### src/rtl/led_pattern_fsm.sv
// rtl/led_pattern_fsm.sv - parametrised N-channel LED pattern sequencer with run/pause and speed select
module led_pattern_fsm #(
  parameter int N_LED       = 8,
  parameter int TICK_CYCLES = 12500000,
  localparam int STEP_W     = $clog2(2 * N_LED)
) (
  input  logic              clk,
  input  logic              rst,
  input  logic              run,
  input  logic [2:0]        mode,
  input  logic [1:0]        speed,
  input  logic [N_LED-1:0]  user_pat,
  output logic [N_LED-1:0]  led,
  output logic [STEP_W-1:0] step,
  output logic              tick,
  output logic              wrap
);

  localparam int CNT_W = $clog2(TICK_CYCLES);

  typedef enum logic [1:0] {
    S_LOAD  = 2'd0,
    S_RUN   = 2'd1,
    S_PAUSE = 2'd2
  } state_t;

  state_t             state, state_nxt;
  logic [CNT_W-1:0]   cnt, cnt_nxt;
  logic [2:0]         mode_q, mode_q_nxt;
  logic [N_LED-1:0]   led_nxt;
  logic [STEP_W-1:0]  step_nxt, step_adv;
  logic               tick_nxt, wrap_nxt;
  logic               mode_change, terminal, last_step;

  // LED image for a given mode and step index; chase reads the live user pattern
  function automatic logic [N_LED-1:0] pattern(input logic [2:0] m,
                                               input logic [STEP_W-1:0] s,
                                               input logic [N_LED-1:0] up);
    logic [N_LED-1:0] p;
    int si;
    int k;
    si = int'(s);
    p  = '0;
    k  = 0;
    case (m)
      3'd0: for (int i = 0; i < N_LED; i++) p[i] = ((i % 2) == 0) ^ (si != 0);
      3'd1: begin
        k = (si < N_LED) ? si + 1 : 2 * N_LED - 1 - si;
        for (int i = 0; i < N_LED; i++) p[i] = (i < k);
      end
      3'd2: begin
        k = (si < N_LED) ? si : 2 * N_LED - 2 - si;
        for (int i = 0; i < N_LED; i++) p[i] = (i == k);
      end
      3'd3: begin
        case (si)
          0: begin
            p[0]       = 1'b1;
            p[N_LED-1] = 1'b1;
          end
          1: p = '1;
          2: begin
            p          = '1;
            p[0]       = 1'b0;
            p[N_LED-1] = 1'b0;
          end
          default: p = '0;
        endcase
      end
      3'd4: begin
        for (int i = 0; i < N_LED; i++) begin
          k    = (i + si) % N_LED;
          p[k] = up[i];
        end
      end
      default: p = '0;
    endcase
    return p;
  endfunction

  // number of steps in one cycle of each pattern; reserved modes have a single step
  function automatic int pat_len(input logic [2:0] m);
    case (m)
      3'd0:    return 2;
      3'd1:    return 2 * N_LED;
      3'd2:    return 2 * N_LED - 2;
      3'd3:    return 4;
      3'd4:    return N_LED;
      default: return 1;
    endcase
  endfunction

  assign mode_change = (mode != mode_q);
  // ">=" keeps a mid-count speed increase from running past the shorter period
  assign terminal    = int'(cnt) >= ((TICK_CYCLES >> speed) - 1);
  assign last_step   = int'(step) >= (pat_len(mode_q) - 1);
  assign step_adv    = last_step ? '0 : step + 1'b1;

  // state and datapath registers
  always_ff @(posedge clk or posedge rst) begin
    if (rst) begin
      state  <= S_LOAD;
      cnt    <= '0;
      mode_q <= '0;
      led    <= '0;
      step   <= '0;
      tick   <= 1'b0;
      wrap   <= 1'b0;
    end else begin
      state  <= state_nxt;
      cnt    <= cnt_nxt;
      mode_q <= mode_q_nxt;
      led    <= led_nxt;
      step   <= step_nxt;
      tick   <= tick_nxt;
      wrap   <= wrap_nxt;
    end
  end

  // next state: a mode change always restarts through LOAD
  always_comb begin
    state_nxt = state;
    case (state)
      S_LOAD:  state_nxt = run ? S_RUN : S_PAUSE;
      S_RUN: begin
        if (mode_change)  state_nxt = S_LOAD;
        else if (!run)    state_nxt = S_PAUSE;
      end
      S_PAUSE: begin
        if (mode_change)  state_nxt = S_LOAD;
        else if (run)     state_nxt = S_RUN;
      end
      default: state_nxt = S_LOAD;
    endcase
  end

  // datapath: load restarts the pattern, run counts and advances, pause holds
  always_comb begin
    cnt_nxt    = cnt;
    mode_q_nxt = mode_q;
    led_nxt    = led;
    step_nxt   = step;
    tick_nxt   = 1'b0;
    wrap_nxt   = 1'b0;
    case (state)
      S_LOAD: begin
        mode_q_nxt = mode;
        cnt_nxt    = '0;
        step_nxt   = '0;
        led_nxt    = pattern(mode, '0, user_pat);
      end
      S_RUN: begin
        if (!mode_change && run) begin
          if (terminal) begin
            cnt_nxt  = '0;
            step_nxt = step_adv;
            led_nxt  = pattern(mode_q, step_adv, user_pat);
            tick_nxt = 1'b1;
            wrap_nxt = last_step;
          end else begin
            cnt_nxt = cnt + 1'b1;
          end
        end
      end
      default: ;
    endcase
  end

endmodule

### config.mk
export PLATFORM = sky130hd
export DESIGN_NAME = led_pattern_fsm
export DESIGN_NICKNAME = d
export VERILOG_FILES = /design/src/rtl/led_pattern_fsm.sv
export SDC_FILE = /design/constraint.sdc
export NUM_CORES = 1
export LEC_CHECK = 0
export ABC_AREA = 1
export CAP_MARGIN = 20
export CORE_ASPECT_RATIO = 0.7
export CORE_MARGIN = 2
export CORE_UTILIZATION = 61
export DETAILED_ROUTE_END_ITERATION = 10
export PLACE_DENSITY = 0.91
export SLEW_MARGIN = 15
export SYNTH_ARGS = -nofsm -noshare
export SYNTH_HDL_FRONTEND = slang
export SYNTH_SLANG_ARGS = --single-unit
### constraint.sdc
create_clock -name clk -period 4.45 [get_ports clk]
set_input_delay 1.1125 -clock clk [delete_from_list [all_inputs] [get_ports clk]]
set_output_delay 1.1125 -clock clk [all_outputs]
set_load 0.02 [all_outputs]
==> flow_metrics.env <==
export IMPL_status="completed"
export IMPL_synth_avg_cell_area_um2=6.70
export IMPL_fin_crit_sh_pct=91.1
export IMPL_routedWlPerCell_um=16.2
export IMPL_drive_gt1_share_pct=11.7
export IMPL_initial_core_util_pct=63.8
export IMPL_use_met2_pct=53.0
export IMPL_postSynthCellCount=650
export IMPL_cts_buffers=5
export IMPL_r2r_cells=25
export IMPL_slew_violations=0
export IMPL_grtUsageMet3_pct=7.01
export IMPL_io_buffer_count=29
export IMPL_cts_tree="done"
export IMPL_r2r_end="led[1]"
export IMPL_required_ns=4.66
export IMPL_hpwl_mm=9.34
export IMPL_n_antenna_cell=0
export IMPL_cts_sinks=43
export IMPL_antenna_found_initial=0
export IMPL_synth_warnings=0
export IMPL_min_from="led[7]"
export IMPL_leakage_uw=0.00237
export IMPL_ys_async_sr_fraction_pct=100
export IMPL_grt_pass1_wl_mm=20.3
export IMPL_cp_arrival_ns=4.27
export IMPL_min_path_type="reg2reg"
export IMPL_synth_main_ff_cell="dfrtp_1"
export IMPL_grt_max_degree=44
export IMPL_insertion_delay_ns=0.31
export IMPL_rsz0062_at_grt="false"
export IMPL_grt_overflow=0
export IMPL_period_needed_ns=4.05
export IMPL_clk_pin_slew_ns=0.09
export IMPL_clk_path_buf_depth=2
export IMPL_syn_to_final_growth_pct=9.97
export IMPL_die_area_um2=7840
export IMPL_netlist_area_um2=4350
export IMPL_maxCapViolations=0
export IMPL_synth_seq_cells=43
export IMPL_die_h_um=74.7
export IMPL_whs_endpoint="led[7]"
export IMPL_power_per_cell_area_nw_per_um2=708
export IMPL_criticalPathCategory="in2reg"
export IMPL_crit_path_max_fanout=32
export IMPL_final_setup_viol_count=0
export IMPL_critPathCaptureType="flip-flop"
export IMPL_irDropWorstVdd_v=0.000478
export IMPL_rr_startpoint="mode_q[0]"
export IMPL_synth_edff_count=0
export IMPL_ios=30
export IMPL_cts_root_buf="clkbuf_8"
export IMPL_holdPathStages=2
export IMPL_grt_use_total_pct=32.4
export IMPL_drc_errors=0
export IMPL_grt_busiest_layer="met2"
export IMPL_dr_total_vias=4575
export IMPL_ant_nets=0
export IMPL_ys_types=49
export IMPL_die_w_um=105
export IMPL_rrSetupSlack_ns=0.40
export IMPL_wirelength_mm=12.4
export IMPL_nets=723
export IMPL_ys_seq_area_share_pct=24.7
export IMPL_fill_cells=606
export IMPL_slew_headroom_pct=44.9
export IMPL_met1_usage_pct=45.4
export IMPL_grt_pass1_vias=4207
export IMPL_worst_pin_slew_ns=0.819
export IMPL_finalSetupTns_ns=0
export IMPL_vias_per_cell=5.95
export IMPL_fp_coreArea_um2=6820
export IMPL_std_cell_rows=25
export IMPL_drt_iter0_drc=488
export IMPL_final_hold_violation_count=0
export IMPL_dr_pass1_iters=6
export IMPL_cts_setup_buffers=0
export IMPL_fmax_mhz=247
export IMPL_skew_ns=0.00399
export IMPL_place_congestion=1.01
export IMPL_cp_start_kind="primary input"
export IMPL_fin_hold_ws_ns=0.551
export IMPL_htreeDepth=2
layout by cell type (no fill, tap or decap), drive strengths merged, types with 3 or more instances in the layout:
cell,count
nand2,160
o21ai,42
xor2,14
nor2,83
nor3,31
nor3b,4
nand4,29
clkinv,4
ha,33
nand3,45
dfrtp,43
inv,94
buf,7
a21oi,29
clkdlybuf4s50,29
clkbuf,6
xnor2,3
report_power, final:
group	switching [uW]	internal (uW)
Sequential	89.4	463
Clock	147	110
Combinational	1780	798
synthesized netlist by cell type, types with 2 or more instances:
cell,instances,share of area [%]
buf_6,2,0.52
a21oi_2,3,0.60
a21oi_1,26,3.0
o31ai_1,2,0.34
nand2_1,146,13
nand4_1,28,4.0
o21ai_0,27,3.1
nor4_1,2,0.29
buf_2,9,1.0
dfrtp_1,43,25
nand3b_1,2,0.34
xor2_1,13,2.6
inv_2,16,1.4
o21ai_2,3,0.60
nand3_1,41,4.7
a31oi_1,2,0.29
nand2_2,8,1.1
nor3_1,22,2.5
nand3_2,4,0.92
inv_1,78,6.7
nand2_4,5,1.3
clkinv_1,2,0.17
nor3_2,8,1.8
nor2_4,5,1.3
ha_1,33,9.5
nor2_1,72,6.2
nor2_2,5,0.72
clkbuf_1,6,0.52
nor3b_1,4,0.69
o21ai_1,12,1.4
xnor2_1,3,0.60
critical path, stage by stage:
cell             delay, ns
clkdlybuf4s50_1       0.58
inv_1                 0.09
nor2_1                0.22
inv_1                 0.08
ha_1                  0.30
ha_1                  0.30
a21oi_1               0.16
nand2_1               0.06
nand2_1               0.06
a21boi_1              0.06
o21ai_1               0.12
nand2_1               0.07
nand3_1               0.07
nand2_1               0.06
a31oi_2               0.19
nand2_1               0.13
nand2_2               0.09
inv_2                 0.20
nor3_1                0.29
routing by layer:
metal / vias up / share of wire, %
met5: - / 0
met4: 0 / 1.7
met3: 36 / 11
met2: 260 / 43
met1: 2111 / 45
li1: 2168 / -
layout make-up:
class                   instances  area, um2  area share, %
clock inverters                 2       12.5          0.261
repair buffers                 36        343           7.16
flip-flops and latches         43       1080           22.5
multi-input cells             491       2800           58.5
clock buffers                   6       72.6           1.52
well taps                      94        118           2.46
inverters                      97        367           7.66
worst max-delay path by stage:
| stage | startpoint | end | cells past startpoint |
|---|---|---|---|
| floorplan | mode_q[1] | led[5] | 24 |
| detailed placement | speed[1] | cnt[14] | 19 |
| global route | mode_q[0] | led[7] | 25 |
| global placement | speed[1] | step[0] | 20 |
| CTS | speed[1] | step[0] | 20 |
| finish | speed[1] | cnt[20] | 19 |
state kept, by name, summed over array words and instances (netlist names):
| name | count |
|---|---|
| cnt | 24 |
| led | 8 |
| mode_q | 3 |
| state | 2 |
| step | 4 |
| tick | 1 |
| wrap | 1 |
per-stage QoR:
step	util, %	setup WS, ns	total power [uW]	cell area, um2	instances
after floorplan	-	0.866	2410	4360	651
final	70.2	0.397	3390	4790	769
after global routing	70.2	0.0967	3660	4790	769
after global placement	68.8	0.262	2950	4690	760
after detailed placement	68.8	0.0349	3040	4690	760
after CTS	70.0	0.343	3300	4770	768
cell families (layout without fill, tap and decap cells):
| family | count (synthesis) | in the layout | share of synthesized area, % |
|---|---|---|---|
| compound gates | 80 | 80 | 10.2 |
| xor+xnor | 17 | 17 | 3.59 |
| fa+ha+maj | 33 | 33 | 9.49 |
| buf+inv | 117 | 141 | 11.2 |
| flops | 43 | 43 | 24.7 |
| mux | 1 | 1 | 0.259 |
| other cells | 1 | 2 | 0.0861 |
| simple gates | 358 | 358 | 40.5 |
timing repair:
action,4_1_cts,5_1_grt
endpoints found under the setup margin,0,8
hold buffers,0,0
gates resized for setup,0,1
Power figures use the tool's default switching activity.
